`config.mk`:
```
export PLATFORM = sky130hd
export DESIGN_NAME = dram_refresh_arb
export DESIGN_NICKNAME = d
export VERILOG_FILES = /design/src/rtl/sun2_mem_pkg.sv /design/src/rtl/sync2.sv /design/src/rtl/dram_refresh_arb.sv
export SDC_FILE = /design/constraint.sdc
export NUM_CORES = 1
export LEC_CHECK = 0
export ABC_CLOCK_PERIOD_IN_PS = 4270
export BUFFER_PORTS_ARGS = -buffer_cell sky130_fd_sc_hd__buf_2
export CAP_MARGIN = 20
export CORE_MARGIN = 5
export CORE_UTILIZATION = 45
export DETAILED_ROUTE_END_ITERATION = 12
export PLACE_DENSITY = 0.64
export SYNTH_ARGS = -nofsm -noshare
export SYNTH_HDL_FRONTEND = slang
export SYNTH_SLANG_ARGS = --single-unit
```
`constraint.sdc`:
```
create_clock -name clk -period 4.27 [get_ports clk]
set_clock_uncertainty 0.2 [all_clocks]
set_input_delay 0.854 -clock clk [delete_from_list [all_inputs] [get_ports clk]]
set_output_delay 0.854 -clock clk [all_outputs]
set_load 0.05 [all_outputs]
```
`src/rtl/sun2_mem_pkg.sv`:
```
// Shared memory-controller definitions: arbiter state encoding
// and default refresh timing constants.
package sun2_mem_pkg;

    typedef enum logic [2:0] {
        ST_IDLE,
        ST_CPU,
        ST_ACK,
        ST_CSR,
        ST_RAS,
        ST_PRE
    } arb_state_t;

    localparam int T_CSR_DEF = 1;
    localparam int T_RAS_DEF = 4;
    localparam int T_RP_DEF  = 3;
    localparam int CNT_W     = 4;

endpackage

```
`src/rtl/sync2.sv`:
```
// Two-flop synchronizer for a single asynchronous level.
// Flops reset to RST_VAL so an inactive level is seen after reset.
module sync2 #(
    parameter logic RST_VAL = 1'b1
) (
    input  logic clk,
    input  logic reset,
    input  logic d,
    output logic q
);

    logic s1_q;
    logic s2_q;

    always_ff @(posedge clk or posedge reset) begin
        if (reset) begin
            s1_q <= RST_VAL;
            s2_q <= RST_VAL;
        end else begin
            s1_q <= d;
            s2_q <= s1_q;
        end
    end

    assign q = s2_q;

endmodule

```
`src/rtl/dram_refresh_arb.sv`:
```
// DRAM refresh/CPU arbiter issuing CAS-before-RAS refresh cycles.
// Strobes decode straight from the state register so reset frees them at once.
module dram_refresh_arb
    import sun2_mem_pkg::*;
#(
    parameter int T_CSR = T_CSR_DEF,
    parameter int T_RAS = T_RAS_DEF,
    parameter int T_RP  = T_RP_DEF
) (
    input  logic        clk,
    input  logic        reset,
    input  logic        rreq_n,
    input  logic        cpu_req,
    input  logic        cpu_done,
    output logic        ren_n,
    output logic        cpu_gnt,
    output logic        ras_n,
    output logic        cas_n,
    output logic        refresh_busy,
    output logic [15:0] refresh_count
);

    localparam logic [CNT_W-1:0] CSR_LD = CNT_W'(T_CSR - 1);
    localparam logic [CNT_W-1:0] RAS_LD = CNT_W'(T_RAS - 1);
    localparam logic [CNT_W-1:0] RP_LD  = CNT_W'(T_RP - 1);

    arb_state_t       state_q;
    arb_state_t       state_d;
    logic [CNT_W-1:0] cnt_q;
    logic [CNT_W-1:0] cnt_d;
    logic [15:0]      ref_cnt_q;
    logic             ref_inc;
    logic             rreq_sync_n;
    logic             pending;

    sync2 #(
        .RST_VAL(1'b1)
    ) u_sync (
        .clk  (clk),
        .reset(reset),
        .d    (rreq_n),
        .q    (rreq_sync_n)
    );

    assign pending = ~rreq_sync_n;

    always_ff @(posedge clk or posedge reset) begin
        if (reset) begin
            state_q   <= ST_IDLE;
            cnt_q     <= '0;
            ref_cnt_q <= '0;
        end else begin
            state_q <= state_d;
            cnt_q   <= cnt_d;
            if (ref_inc) begin
                ref_cnt_q <= ref_cnt_q + 16'd1;
            end
        end
    end

    // Shared phase counter: reloaded when entering CSR, RAS or PRE.
    always_comb begin
        state_d = state_q;
        cnt_d   = cnt_q;
        ref_inc = 1'b0;
        unique case (state_q)
            ST_IDLE: begin
                if (pending) begin
                    state_d = ST_ACK;
                end else if (cpu_req) begin
                    state_d = ST_CPU;
                end
            end
            ST_CPU: begin
                if (cpu_done) begin
                    state_d = pending ? ST_ACK : ST_IDLE;
                end
            end
            ST_ACK: begin
                state_d = ST_CSR;
                cnt_d   = CSR_LD;
            end
            ST_CSR: begin
                if (cnt_q == '0) begin
                    state_d = ST_RAS;
                    cnt_d   = RAS_LD;
                end else begin
                    cnt_d = cnt_q - 1'b1;
                end
            end
            ST_RAS: begin
                if (cnt_q == '0) begin
                    state_d = ST_PRE;
                    cnt_d   = RP_LD;
                    ref_inc = 1'b1;
                end else begin
                    cnt_d = cnt_q - 1'b1;
                end
            end
            ST_PRE: begin
                if (cnt_q == '0) begin
                    state_d = ST_IDLE;
                end else begin
                    cnt_d = cnt_q - 1'b1;
                end
            end
            default: state_d = ST_IDLE;
        endcase
    end

    assign ren_n         = (state_q != ST_ACK);
    assign cpu_gnt       = (state_q == ST_CPU);
    assign ras_n         = (state_q != ST_RAS);
    assign cas_n         = ~((state_q == ST_CSR) || (state_q == ST_RAS));
    assign refresh_busy  = ~((state_q == ST_IDLE) || (state_q == ST_CPU));
    assign refresh_count = ref_cnt_q;

endmodule
```
==> results.yml, run 1 <==
worst_setup_path:
  crit_family: "flip-flops"
  cp_max_fo: 12
  cp.required_ns: 3.22
  start_kind: "flop"
  timing.rr.start: "cnt_q[0]"
  critical-path-max-stage-delay_ns: 0.56
  critical_path_depth: 4
  path_cells: "nor3b_4 > inv_2 > and2_1 > buf_2"
  end_kind: "primary output"
  cp_slowest_cell: "dfrtp_1"
  reg2reg_depth: 6
  reg2reg_slack_ns: 2.06
  crit_arrival_ns: 1.65
  critPathKind: "reg -> out"
  critical_path_buf_inv_count: 2
  reg2reg_to: "refresh_count[12]"
floorplan:
  boundaryPins: 26
  die-area_um2: 4110
  core_area_um2: 2780
  die_x_um: 64.1
  initial_utilization_pct: 47.3
  die_h_um: 64.1
  rows: 19
job:
  maxCapViolCount: 0
yosys:
  synth.area.top_cells: "dfrtp_1, xnor2_1, ha_1"
  synth_most_common_cell: "dfrtp_1"
  synth_warnings: 0
  synth-edff-count: 0
  synth_nets: 140
  synth_top_area_cell: "dfrtp_1"
  ys_ff_latch: 25
  synth_top_area_share_pct: 43.7
  ys_types: 40
  synth-main-ff-cell: "dfrtp_1"
  synth_commonest_cells: "dfrtp_1, inv_1, nand2_1, nand3_1, xnor2_1"
  async_flop_share_pct: 100
  synth_area_um2: 1320
  yosysSeqAreaShare_pct: 47.7
  syn_inst: 130
  synth_area_per_cell_um2: 10.1
place:
  post-place-ws_ns: 1.95
  gp_congestion: 0.878
  portBuffers: 25
  dp_cells: 183
  hpwl_mm: 2.02
global_routing:
  grt_max_degree: 26
  grt_pass1_vias: 1017
  antenna_found_initial: 0
  grt_pass1_wl_mm: 4.49
  overflow: 0
  grt_usage_pct: 13.4
sta:
  final.setup.worst_slack_ns: 1.57
  worst_slew_pin_slew_ns: 0.921
  finalCritPeriodShare_pct: 63.2
  final.setup.tns_ns: 0
  setup_viol: 0
  hold_violations: 0
  fmax_ghz: 0.370
  hold_ws_ns: 0.171
  slew_headroom_pct: 38.5
  post-route-min-period_ns: 2.70
  drv_slew: 0
  rsz0062_at_grt: "no"
drt:
  drc: 0
  finalWirelength_mm: 2.63
  drtIter0Drc: 31
  vias: 1016
  drtAntennaViolNets: 0
  wl_per_cell_um: 14.1
  routed_via_density: 5.43
  drt-pass1-iter-count: 4
finish:
  drive_above_1_share_pct: 23.7
  nets: 167
  synthToLayoutAreaGrowth_pct: 13.5
  finalNonFillerCells: 187
  diodes: 0
worst_hold_path:
  hold_path_end: "u_sync.q"
  min_path_cells: 0
  min_from: "u_sync.s1_q"
  hold_class: "reg -> reg"
clock_network:
  root_buffer: "clkbuf_4"
  clkSlewWorstSetupHoldPaths_ns: 0.13
  post_cts.repair.setup_buffers: 0
  hold_buffers: 0
  clk_latency_ns: 0.32
  cts_sinks: 25
  cts_max_level: 1
  cts_resized: 0
  clockBufferDepth: 2
  cts_tree: "done"
  numCtsBuffers: 3
power:
  power_uw: 900
  p_per_area_nw_per_um2: 603
  ir_drop_uv: 414
  p_leak_uw: 0.000740
outcome:
  status: "finished, final reports clean"
==> logic make-up (layout without fill, tap and decap cells) <==
| family | after synthesis | count (layout) | share of synthesized area [%] |
|---|---|---|---|
| AND/OR/NAND/NOR | 49 | 49 | 23.2 |
| flip-flops | 25 | 25 | 47.7 |
| AO/OA/AOI/OAI | 20 | 20 | 9.03 |
| XOR/XNOR | 15 | 15 | 9.98 |
| buffers and inverters | 15 | 41 | 4.47 |
| adder cells (fa/ha/maj) | 5 | 5 | 4.75 |
| multiplexers | 1 | 1 | 0.855 |
==> sequential cells by signal (all words and copies together), names as in the netlist <==
name / cells
cnt_q: 4
u_sync.q: 1
refresh_count: 16
u_sync.s1_q: 1
state_q: 3
==> layout make-up <==
| cell class | instances | area (um2) |
|---|---|---|
| clock buffer | 3 | 22.5 |
| clock inverter | 1 | 5.00 |
| fill | 258 | 1290 |
| inverter | 12 | 45.0 |
| multi-input combinational | 90 | 629 |
| sequential | 25 | 628 |
| tap | 31 | 38.8 |
| timing repair buffer | 25 | 125 |
==> per-layer routing <==
metal	GRT usage, %	routed length (um)	vias up
met5	0	0	-
met4	4.94	47	0
met3	4.20	158	6
met2	22.9	1230	35
met1	15.8	1190	476
li1	-	-	499
==> how the worst max path moves through the flow <==
| stage | start | end | slack, ns |
|---|---|---|---|
| floorplan | state_q[0] | cpu_gnt | 1.57 |
| global placement | state_q[2] | cas_n | 1.97 |
| detailed placement | state_q[2] | cas_n | 1.95 |
| CTS | state_q[2] | cas_n | 1.57 |
| global route | state_q[2] | cas_n | 1.45 |
| finish | state_q[2] | cas_n | 1.57 |
==> metrics by stage <==
stage,utilization (%),cell area (um2)
2_1_floorplan,-,1320
3_3_place_gp,52.7,1470
3_5_place_dp,52.7,1470
4_1_cts,53.7,1490
5_1_grt,53.7,1490
6_report,53.7,1490
==> worst reg2reg max path, cell delays in order (launching register included) <==
cell     delay, ns
dfrtp_1       0.43
inv_1         0.12
ha_1          0.17
nor3b_2       0.39
nand4_1       0.34
nor3b_1       0.31
xor2_1        0.18
==> placed cells by master (no fill, tap or decap), types with 2 or more instances in the layout <==
cell / Yosys / final
buf_2: 2 / 25
xor2_1: 7 / 7
nor2_1: 7 / 7
o21ai_0: 7 / 7
ha_1: 5 / 5
dfstp_2: 2 / 2
nand2_1: 8 / 8
xnor2_1: 8 / 8
nand3_1: 8 / 8
nor2b_1: 2 / 2
dfrtp_1: 23 / 23
inv_1: 11 / 11
nor3_1: 4 / 4
nand4_1: 4 / 4
nand3b_1: 2 / 2
clkbuf_4: 0 / 3
a21oi_1: 6 / 6
==> power by group <==
part | internal [uW] | total (uW) | switching (uW)
Combinational | 134 | 447 | 313
Sequential | 279 | 349 | 69.9
Clock | 35.1 | 105 | 69.7
Power figures use the tool's default switching activity.
==> run 2: changes to the inputs <==
ABC_CLOCK_PERIOD_IN_PS = 2500   (was 4270)
clock period = 2.5 ns   (was 4.27 ns; I/O delays follow)
==> run 2 against run 1 <==
- sequential cell count stayed put
- critical path type unchanged
- critical endpoint unchanged
- combinational power is 73% higher
- total power is 72% higher
- sequential share of layout area is 0.71 points lower
- via count is 0.49% lower
==> results.yml, run 2 (synthesis results as in run 1) <==
worst_hold_path:
  min_path_cells: 1
  hold_class: "in -> reg"
clock_network:
  numCtsBuffers: 3
  cts_tree: "done"
  clk_latency_ns: 0.32
  root_buffer: "clkbuf_4"
  clockBufferDepth: 2
  clkSlewWorstSetupHoldPaths_ns: 0.15
  cts_sinks: 25
  cts_max_level: 1
floorplan:
  die_x_um: 64.1
  boundaryPins: 26
  die_h_um: 64.1
  die-area_um2: 4110
  core_area_um2: 2780
  rows: 19
  initial_utilization_pct: 47.3
place:
  post-place-ws_ns: 0.388
  hpwl_mm: 1.97
  portBuffers: 25
  gp_congestion: 0.813
outcome:
  status: "finished, final reports clean"
finish:
  synthToLayoutAreaGrowth_pct: 15.7
  final_common_cell: "buf_2"
  fin_util_pct: 54.7
  largest_reg_flops: 16
  layout_common_cells: "buf_2, dfrtp_1, inv_1"
  nets: 170
  drive_above_1_share_pct: 25.2
  diodes: 0
worst_setup_path:
  critPathKind: "reg -> out"
  start_kind: "flop"
  cp.required_ns: 1.80
  reg2reg_depth: 6
  crit_arrival_ns: 1.63
  end_kind: "primary output"
  cp_max_fo: 10
sta:
  setup_viol: 0
  slew_headroom_pct: 77.3
  hold_violations: 0
  worst_slew_pin_slew_ns: 0.340
  final.setup.worst_slack_ns: 0.175
  rsz0062_at_grt: "no"
  post-route-min-period_ns: 2.33
  drv_slew: 0
  final.setup.tns_ns: 0
  fmax_ghz: 0.430
  finalCritPeriodShare_pct: 93.0
global_routing:
  grt_busiest_layer: "met2"
  grt_max_degree: 25
  grt_pass1_vias: 988
  grt_pass1_wl_mm: 4.58
  overflow: 0
  grt_usage_pct: 13.6
  use_met1_pct: 17.7
  antenna_found_initial: 0
  grt_use_met3_pct: 2.98
  met2_usage_pct: 22.7
job:
  maxCapViolCount: 0
power:
  p_leak_uw: 0.000748
  ir_drop_uv: 697
  p_per_area_nw_per_um2: 1020
drt:
  drt-pass1-iter-count: 4
  vias: 1011
  routed_via_density: 5.32
  finalWirelength_mm: 2.61
  wl_per_cell_um: 13.7
  drtIter0Drc: 30
  drc: 0
  drtAntennaViolNets: 0
[run 2: cell types whose count changed in the layout (fill, tap and decap cells not counted), sizes merged]
cell         previous run  this run
buf                    25        27
clkinv                  1         0
clkinvlp                0         1
dlygate4sd3             0         1
[run 2: routing by layer]
layer  vias up  wire length (um)
met3         2               129
met2        19              1280
met5         -                 0
li1        506                 -
met1       484              1190
met4         0                13
[run 2: stage by stage]
stage	instance area, um2	std cells	power, uW	hold WS, ns
final	1520	190	1550	0.0558
after detailed placement	1480	185	1370	0.153
after floorplan	1320	130	1200	0.145
after global routing	1520	190	1670	0.0175
after CTS	1520	190	1570	0.0394
after global placement	1480	185	1360	0.149
[run 2: final cells by class]
type	instances	area, um2
Inverter	12	45.0
Clock buffer	3	22.5
Multi-Input combinational cell	90	629
Clock inverter	1	7.51
Sequential cell	25	629
Fill cell	260	1260
Timing Repair Buffer	28	150
Tap cell	31	38.8
[run 2: report_power, final]
group	internal, uW	total [uW]	switching [uW]
registers	477	595	118
clock network	61.0	183	122
logic	246	774	528
[run 2: final timing paths]
path / startpoint / to / slack, ns
setup / recovery: state_q[1] / cas_n / 0.17
hold / removal: rreq_n / u_sync.s1_q / 0.06
setup reg to reg: cnt_q[0] / refresh_count[11] / 0.37
hold reg to reg: u_sync.s1_q / u_sync.q / 0.17
max in group asynchronous: reset / u_sync.q / 1.24
min in group asynchronous: reset / u_sync.s1_q / 0.50
[run 2: worst max-delay path, stage by stage (launching register included)]
cell and delay, ns:
dfrtp_1 0.53, nor3b_4 0.32, inv_2 0.10, and2_1 0.16, buf_2 0.21
[run 2: what timing repair did]
action / CTS / global route
hold buffers: 1 / 0
gates resized for setup: 0 / 1
setup endpoints to repair: 0 / 1
endpoints found under the hold margin: 1 / 0
buffers inserted: 0 / 0
